## src/rtl/feed_bundle_arbiter_if.sv

```systemverilog
// feed_bundle_arbiter_if: per-source beat handshakes plus the merged stream and bundle counters.
// The arbiter connects through the slave modport; the feed sources and the fifo connect through master.
interface feed_bundle_arbiter_if #(
    parameter int N_REQ = 2,
    parameter int MSG_W = 245
);
    logic [N_REQ-1:0]         req_v;
    logic [N_REQ-1:0]         req_r;
    logic [N_REQ*MSG_W-1:0]   req_d;
    logic [N_REQ-1:0]         req_last;
    logic                     out_v;
    logic                     out_r;
    logic [MSG_W-1:0]         out_d;
    logic                     out_last;
    logic [$clog2(N_REQ)-1:0] out_src;
    logic [N_REQ*32-1:0]      bundle_cnt;
    logic                     timeout_err;
    modport slave (
        input  req_v, req_d, req_last, out_r,
        output req_r, out_v, out_d, out_last, out_src, bundle_cnt, timeout_err
    );
    modport master (
        output req_v, req_d, req_last, out_r,
        input  req_r, out_v, out_d, out_last, out_src, bundle_cnt, timeout_err
    );
endinterface

```

## src/rtl/feed_bundle_arbiter.sv

```systemverilog
// feed_bundle_arbiter: round-robin arbiter granting whole bundles onto one ingress stream.
// Optional idle-beat timeout release is enabled by defining PIPEBOMB_BUNDLE_TIMEOUT_EN.
module feed_bundle_arbiter #(
    parameter int N_REQ   = 2,
    parameter int MSG_W   = 245,
    parameter int TIMEOUT = 1024
) (
    input logic clk,
    input logic rst,
    feed_bundle_arbiter_if.slave bus
);
    localparam int SW = $clog2(N_REQ);
    localparam int TW = $clog2(TIMEOUT + 1);

    if (N_REQ < 2 || N_REQ > 8 || TIMEOUT < 1 || TW < 1) begin : g_bad_cfg
        $error("feed_bundle_arbiter: unsupported N_REQ/TIMEOUT");
    end

    typedef enum logic {IDLE, BUSY} state_t;

    state_t                state_q;
    logic [SW-1:0]         grant_q, grant_d;
    logic [SW-1:0]         rr_ptr_q, rr_ptr_d;
    logic [N_REQ*32-1:0]   cnt_q;
    logic [N_REQ-1:0]      rot, gnt_oh;
    logic [SW-1:0]         off;
    logic [SW:0]           sum;
    logic                  busy, sel_v, sel_last, fire;
    logic [MSG_W-1:0]      sel_d;

    // Rotate requests so bit 0 is the rr_ptr source; the lowest set bit wins.
    always_comb begin
        rot = (bus.req_v >> rr_ptr_q) | (bus.req_v << (N_REQ - int'(rr_ptr_q)));
        off = '0;
        for (int k = N_REQ - 1; k >= 0; k--) if (rot[k]) off = SW'(k);
        sum = {1'b0, rr_ptr_q} + {1'b0, off};
        grant_d = (sum >= (SW+1)'(N_REQ)) ? SW'(sum - (SW+1)'(N_REQ)) : sum[SW-1:0];
        rr_ptr_d = (grant_q == SW'(N_REQ - 1)) ? '0 : grant_q + 1'b1;
    end

    always_comb begin
        sel_v = 1'b0;
        sel_last = 1'b0;
        sel_d = '0;
        gnt_oh = '0;
        for (int i = 0; i < N_REQ; i++) begin
            if (grant_q == SW'(i)) begin
                sel_v = bus.req_v[i];
                sel_last = bus.req_last[i];
                sel_d = bus.req_d[i*MSG_W +: MSG_W];
                gnt_oh[i] = 1'b1;
            end
        end
    end

    assign busy           = (state_q == BUSY);
    assign fire           = busy & sel_v & bus.out_r;
    assign bus.out_v      = busy & sel_v;
    assign bus.out_d      = sel_d;
    assign bus.out_last   = sel_last;
    assign bus.out_src    = grant_q;
    assign bus.req_r      = (busy & bus.out_r) ? gnt_oh : '0;
    assign bus.bundle_cnt = cnt_q;

`ifdef PIPEBOMB_BUNDLE_TIMEOUT_EN
    logic [TW-1:0] idle_q;
    logic          timeout_q;
    assign bus.timeout_err = timeout_q;
`else
    assign bus.timeout_err = 1'b0;
`endif

    always_ff @(posedge clk or posedge rst) begin
        if (rst) begin
            state_q  <= IDLE;
            grant_q  <= '0;
            rr_ptr_q <= '0;
            cnt_q    <= '0;
`ifdef PIPEBOMB_BUNDLE_TIMEOUT_EN
            idle_q    <= '0;
            timeout_q <= 1'b0;
`endif
        end else begin
`ifdef PIPEBOMB_BUNDLE_TIMEOUT_EN
            timeout_q <= 1'b0;
`endif
            if (state_q == IDLE) begin
                if (|bus.req_v) begin
                    grant_q <= grant_d;
                    state_q <= BUSY;
                end
            end else begin
                if (fire && sel_last) begin
                    state_q  <= IDLE;
                    rr_ptr_q <= rr_ptr_d;
                    for (int i = 0; i < N_REQ; i++)
                        if (gnt_oh[i]) cnt_q[i*32 +: 32] <= cnt_q[i*32 +: 32] + 32'd1;
                end
`ifdef PIPEBOMB_BUNDLE_TIMEOUT_EN
                // Forced release abandons the bundle without counting it.
                if (sel_v) idle_q <= '0;
                else if (idle_q == TW'(TIMEOUT - 1)) begin
                    idle_q    <= '0;
                    timeout_q <= 1'b1;
                    state_q   <= IDLE;
                    rr_ptr_q  <= rr_ptr_d;
                end else idle_q <= idle_q + 1'b1;
`endif
            end
        end
    end
endmodule

```

## src/flat_wrapper.sv

```systemverilog
// flat-port wrapper written by rule: the top's interface ports become plain ports
module feed_bundle_arbiter_flat 
#(
    parameter int N_REQ   = 2,
    parameter int MSG_W   = 245,
    parameter int TIMEOUT = 1024
)
  (clk, rst, bus_req_v, bus_req_d, bus_req_last, bus_out_r, bus_req_r, bus_out_v, bus_out_d, bus_out_last, bus_out_src, bus_bundle_cnt, bus_timeout_err);
  feed_bundle_arbiter_if #(.N_REQ(N_REQ), .MSG_W(MSG_W)) bus_i ();
  input logic clk;
  input logic rst;
  input wire logic [$bits(bus_i.req_v)-1:0] bus_req_v;
  input wire logic [$bits(bus_i.req_d)-1:0] bus_req_d;
  input wire logic [$bits(bus_i.req_last)-1:0] bus_req_last;
  input wire logic [$bits(bus_i.out_r)-1:0] bus_out_r;
  output wire logic [$bits(bus_i.req_r)-1:0] bus_req_r;
  output wire logic [$bits(bus_i.out_v)-1:0] bus_out_v;
  output wire logic [$bits(bus_i.out_d)-1:0] bus_out_d;
  output wire logic [$bits(bus_i.out_last)-1:0] bus_out_last;
  output wire logic [$bits(bus_i.out_src)-1:0] bus_out_src;
  output wire logic [$bits(bus_i.bundle_cnt)-1:0] bus_bundle_cnt;
  output wire logic [$bits(bus_i.timeout_err)-1:0] bus_timeout_err;
  assign bus_i.req_v = bus_req_v;
  assign bus_i.req_d = bus_req_d;
  assign bus_i.req_last = bus_req_last;
  assign bus_i.out_r = bus_out_r;
  assign bus_req_r = bus_i.req_r;
  assign bus_out_v = bus_i.out_v;
  assign bus_out_d = bus_i.out_d;
  assign bus_out_last = bus_i.out_last;
  assign bus_out_src = bus_i.out_src;
  assign bus_bundle_cnt = bus_i.bundle_cnt;
  assign bus_timeout_err = bus_i.timeout_err;
  feed_bundle_arbiter #(.N_REQ(N_REQ), .MSG_W(MSG_W), .TIMEOUT(TIMEOUT)) u_core (.clk(clk), .rst(rst), .bus(bus_i));
endmodule
```

## config.mk

```make
export PLATFORM = sky130hd
export DESIGN_NAME = feed_bundle_arbiter_flat
export DESIGN_NICKNAME = d
export VERILOG_FILES = /design/src/rtl/feed_bundle_arbiter_if.sv /design/src/rtl/feed_bundle_arbiter.sv /design/src/flat_wrapper.sv
export SDC_FILE = /design/constraint.sdc
export NUM_CORES = 1
export LEC_CHECK = 0
export CAP_MARGIN = 40
export CORE_AREA = 2 2 317 319
export DETAILED_ROUTE_END_ITERATION = 7
export DIE_AREA = 0 0 319 321
export PLACE_DENSITY = 0.34
export SLEW_MARGIN = 5
export SYNTH_ARGS = -nofsm -noshare
export SYNTH_HDL_FRONTEND = slang
export SYNTH_SLANG_ARGS = --single-unit
```

## constraint.sdc

```tcl
create_clock -name clk -period 2.8 [get_ports clk]
set_input_delay 0.42 -clock clk [delete_from_list [all_inputs] [get_ports clk]]
set_output_delay 0.42 -clock clk [all_outputs]
set_load 0.01 [all_outputs]
```

# Word-level counts from Yosys, hierarchy flattened
# Cells that the tools add are included.
dict set report word_totals {
  register_bits 67
  inputBits 497
  output_inout_bits 315
  wordCells 39
}
dict set report classes {
  add_sub_neg 6
  magnitude_cmp 1
  shift 2
  n_mux 13
  n_bitwise 6
  n_reduce_logical 6
}
# op n
set ops {}
lappend ops {{$mux 245} 1}
lappend ops {{$add 32x1->32 const B} 2}
lappend ops {{$shl 2x32->2} 1}
lappend ops {{$mux 1} 11}
lappend ops {{$reduce_and 3->1} 2}
lappend ops {{$reduce_and 2->1} 2}
lappend ops {{$and 1x1->1} 3}
lappend ops {{$sub 2x1->3 const A} 1}
lappend ops {{$add 1x1->2} 1}
lappend ops {{$ge 2x2->1 const B} 1}
lappend ops {{$mux 2} 1}
lappend ops {{$not 1->1} 2}
lappend ops {{$or 2x2->2} 1}
lappend ops {{$reduce_or 2->1} 1}
lappend ops {{$shr 2x1->2} 1}
lappend ops {{$add 1x1->1 const B} 1}
lappend ops {{$logic_and 1x1->1} 1}
lappend ops {{$sub 1x1->1 const B} 1}

# Logic depth before layout (Yosys ltp)
dict set report depth {
  word_depth 8
  mapped_depth 7
}

# Worst setup path before layout
# Ideal clock, no wire load.
dict set report synth_path {
  kind {register to output}
  start {register u_core.grant_q, in the netlist u_core.bus.out_src}
  end {output port bus_out_d[237]}
  t_arrival_ns 1.593
  t_required_ns 2.380
  path_slack_ns 0.787
  stages_incl_launch_ff 5
  cell_sequence {dfrtp_1 buf_4 clkbuf_1 clkbuf_1 mux2_2}
}
dict set report synth_via {
  elab_chain_cells 1
}
# element line
set synth_lines {}
lappend synth_lines {{start, declared} feed_bundle_arbiter.sv:22} ;# logic [SW-1:0] grant_q, grant_d;
lappend synth_lines {{start signal, assigned} feed_bundle_arbiter.sv:89} ;# grant_q <= grant_d;
lappend synth_lines {{$mux 245} feed_bundle_arbiter.sv:47} ;# if (grant_q == SW'(i)) begin
lappend synth_lines {{end, declared} flat_wrapper.sv:18} ;# output wire logic [$bits(bus_i.out_d)-1:0] bus_out_d;
# No other way between the ends.

# Final worst setup path
dict set report layout_path {
  start {register u_core.grant_q, in the netlist u_core.bus.out_src}
  end {output port bus_out_d[15]}
}
# Same word-level chain as after synthesis.

==> metrics.md <==
| Metric | Value |
|---|---|
| Asr flop ratio synth | `100%` |
| Critical path class | `reg -> out` |
| Peak Freq | `0.369 GHz` |
| CP max FO | `32` |
| Input/output buffers | `810` |
| Grt total ovfl | `0` |
| Maximum number of pins on one net before global-route repair | `37` |
| Longest Clk Path Bufs | `2` |
| Initial Utilization | `approximately 6.0%` |
| Clk_lat worst skew | `approximately 350 ps` |
| Die area | `0.102 mm2` |
| Initial antenna violation count | `92` |
| Max VDD drop | `268 uV` |
| Share of the synthesized area in the top cell type | `46.8%` |
| Sequential share of power | `12.1%` |
| Max-cap violation count | `0` |
| Vias in the first global route | `roughly 8500` |
| Share of cells above drive strength 1 | `22.9%` |
| Std cell rows | `116` |
| Post-synthesis sequential area ratio | `28.2%` |
| Initial DRT Pass Iterations | `4` |
| Peak per-stage delay on the critical path | `500 ps` |
| Vias | `between 8000 and 9000` |
| Ranking of synthesized cells by area | `mux2_2, dfrtp_1, xnor2_1` |
| Synthesized instance count | `556` |
| DR DRC count | `0` |
| CP arrival | `2290 ps` |
| EDFF count, synth | `0` |
| Comb power frac | `between 70% and 80%` |
| CP Data Required Time | `2380 ps` |
| Avg Cell Area, Syn | `10.7 um2` |
| Post-layout min period | `2710 ps` |
| Int Power | `5910 uW` |
| Clock buffer count from CTS | `9` |
| PwrDens | `585 mW/mm2` |
| Most frequent cells in the layout | `clkdlybuf4s50_1, mux2_2, dfrtp_1, xnor2_1, nand2_1` |
| Total Routing Usage GR | `14.3%` |
| Final count of negative-setup-slack endpoints | `0` |
| Syn. warnings | `0` |
| Mapped Nets | `1055` |
| CTS Sinks | `67` |
| Max_slew headroom | `53.7%` |
| FILL cells | `~11000` |
| Die H | `321 um` |
| Clock network fraction of design power | `between 10% and 20%` |
| CORE AREA | `0.0993 mm2` |
| Class of the worst hold path | `reg -> reg` |
| Final Wtd Congestion | `approximately 0.9` |
| Cts hold-fix bufs | `0` |
| Placed Area | `0.0158 mm2` |
| Layout area overhead | `173%` |
| H-tree levels | `3` |
| Sw frac | `37.7%` |
| Root buffer cell | `clkbuf_16` |
| Final Max Tran Viols | `0` |
| Sw Pwr | `3580 uW` |
| 1st-iter DRT viols | `192` |
| Setup TNS | `0 ps` |
| Clk_skew | `approximately 8.1 ps` |
| Synth Flop Type | `dfrtp_1` |
| IO Count | `approximately 810` |
| Final #Nets | `around 1900` |
| Routed wire length | `76600 um` |
| Outcome | `completed` |
| Startpoint type of the worst setup path | `flop` |
| Routed length per placed instance | `28.4 um` |
| Yosys cell types | `32` |
| Post-synth top area cell | `mux2_2` |
| Post-DP HPWL | `71000 um` |
| LEAKAGE | `0.00589 uW` |
| Antenna Nets Post-Route | `0` |
| Worst Hold Slack | `473 ps` |
| Final hold viol count | `0` |
| Leading cell type in the layout, fill and taps excluded | `clkdlybuf4s50_1` |
| Worst-path cell chain | `buf_16 -> buf_12 -> mux2_2 -> clkdlybuf4s50_1` |
| Period utilization | `96.7%` |
| Synthesized area | `between 0.005 and 0.006 mm2` |
| CP Capture Type | `output pin` |
| RSZ-0062 raised after global routing | `no` |
| First-pass GRT wire length | `94500 um` |
| Final Cell Area | `around 0.016 mm2` |
| Worst slew pin tran | `694 ps` |
| Via/cell ratio | `3.02` |
| Die W | `319 um` |
| CTS tree | `yes` |
| Clock slew at reported path FFs | `60 ps` |
| FF+latch count, synth | `67` |
| Critical path's slowest cell | `clkdlybuf4s50_1` |
cells in the mapped netlist, types with 2 or more instances:
cell type	count
and2_1	2
or4_4	2
inv_1	8
nor4_1	4
nand4_1	15
xor2_1	17
nand2_1	32
nor2_1	24
clkbuf_1	28
mux2_2	247
nand3_1	23
or2_2	3
and3_1	12
nor4_4	2
nand4_2	2
buf_4	2
nor3_1	6
ha_1	2
xnor2_1	45
dfrtp_1	67
and4_1	2
worst max-delay path, delay by kind of cell (launching register included):
kind                   cells  cell delay (ps)
buffers and inverters      3              960
flip-flops                 1              490
multiplexers               1              410
final cells by class:
cell class	count	area, um2	area share (%)
timing repair buffer	833	8370	51.6
inverter	8	30.0	0.185
sequential	67	1680	10.4
tap	1298	1620	10.0
clock inverter	6	88.8	0.548
antenna	25	62.6	0.386
multi-input combinational	451	4120	25.4
clock buffer	10	239	1.47
repair_timing:
item,in CTS,in global routing
setup endpoints to repair,3,1
buffers inserted,1,0
cloned,0,0
hold endpoints to repair,0,0
gates resized for setup,1,1
routing by layer:
layer	vias to the layer above	part of all wire [%]	global-route usage, %
met2	545	44	22.8
met1	3772	38	15.5
met4	36	1.1	1.33
li1	3684	-	-
met3	112	17	10.9
met5	-	0.30	0
per-stage QoR:
step                      std cells  setup slack, ps  util (%)  total power (uW)
after floorplan                 556              697         -              4040
after global placement         2656              367      15.9              8360
after detailed placement       2656              371      15.9              8320
after CTS                      2673             53.6      16.3              9690
after global routing           2676             23.4      16.3             10000
final                          2698             91.6      16.3              9490
power groups by stage:
stage	clock, uW	sequential, uW	combinational [uW]
6_report	1260	1140	7090
4_1_cts	1300	1150	7240
2_1_floorplan	0	1140	2910
5_1_grt	1320	1160	7530
3_5_place_dp	0	1180	7140
3_3_place_gp	0	1170	7190
kinds of logic after synthesis:
kind of cell,Yosys count,share of synthesized area [%]
mux,247,46.8
simple gates,136,12.6
fa+ha+maj,2,0.421
other cells,1,0.0630
buf+inv,38,2.52
flops,67,28.2
compound gates,3,0.294
xor+xnor,62,9.13
path summary, 6_finish.rpt:
check / endpoint / slack, ps / cells after the start / startpoint
max in group asynchronous: u_core.bus.bundle_cnt[10] / 1640 / 3 / rst
worst max-delay path: bus_out_d[15] / 90 / 4 / u_core.bus.out_src
worst min-delay path: u_core.bus.bundle_cnt[31] / 470 / 1 / u_core.bus.bundle_cnt[31]
worst min register to register: u_core.bus.bundle_cnt[31] / 470 / 1 / u_core.bus.bundle_cnt[31]
min in group asynchronous: u_core.busy / 520 / 2 / rst
worst max register to register: u_core.bus.bundle_cnt[26] / 570 / 8 / u_core.bus.out_src
registers in the layout, indices dropped and copies added (netlist names):
signal,cells
u_core.bus.bundle_cnt,64
u_core.rr_ptr_q,1
u_core.bus.out_src,1
u_core.busy,1
Note: power is estimated with default switching activity, not from simulation.
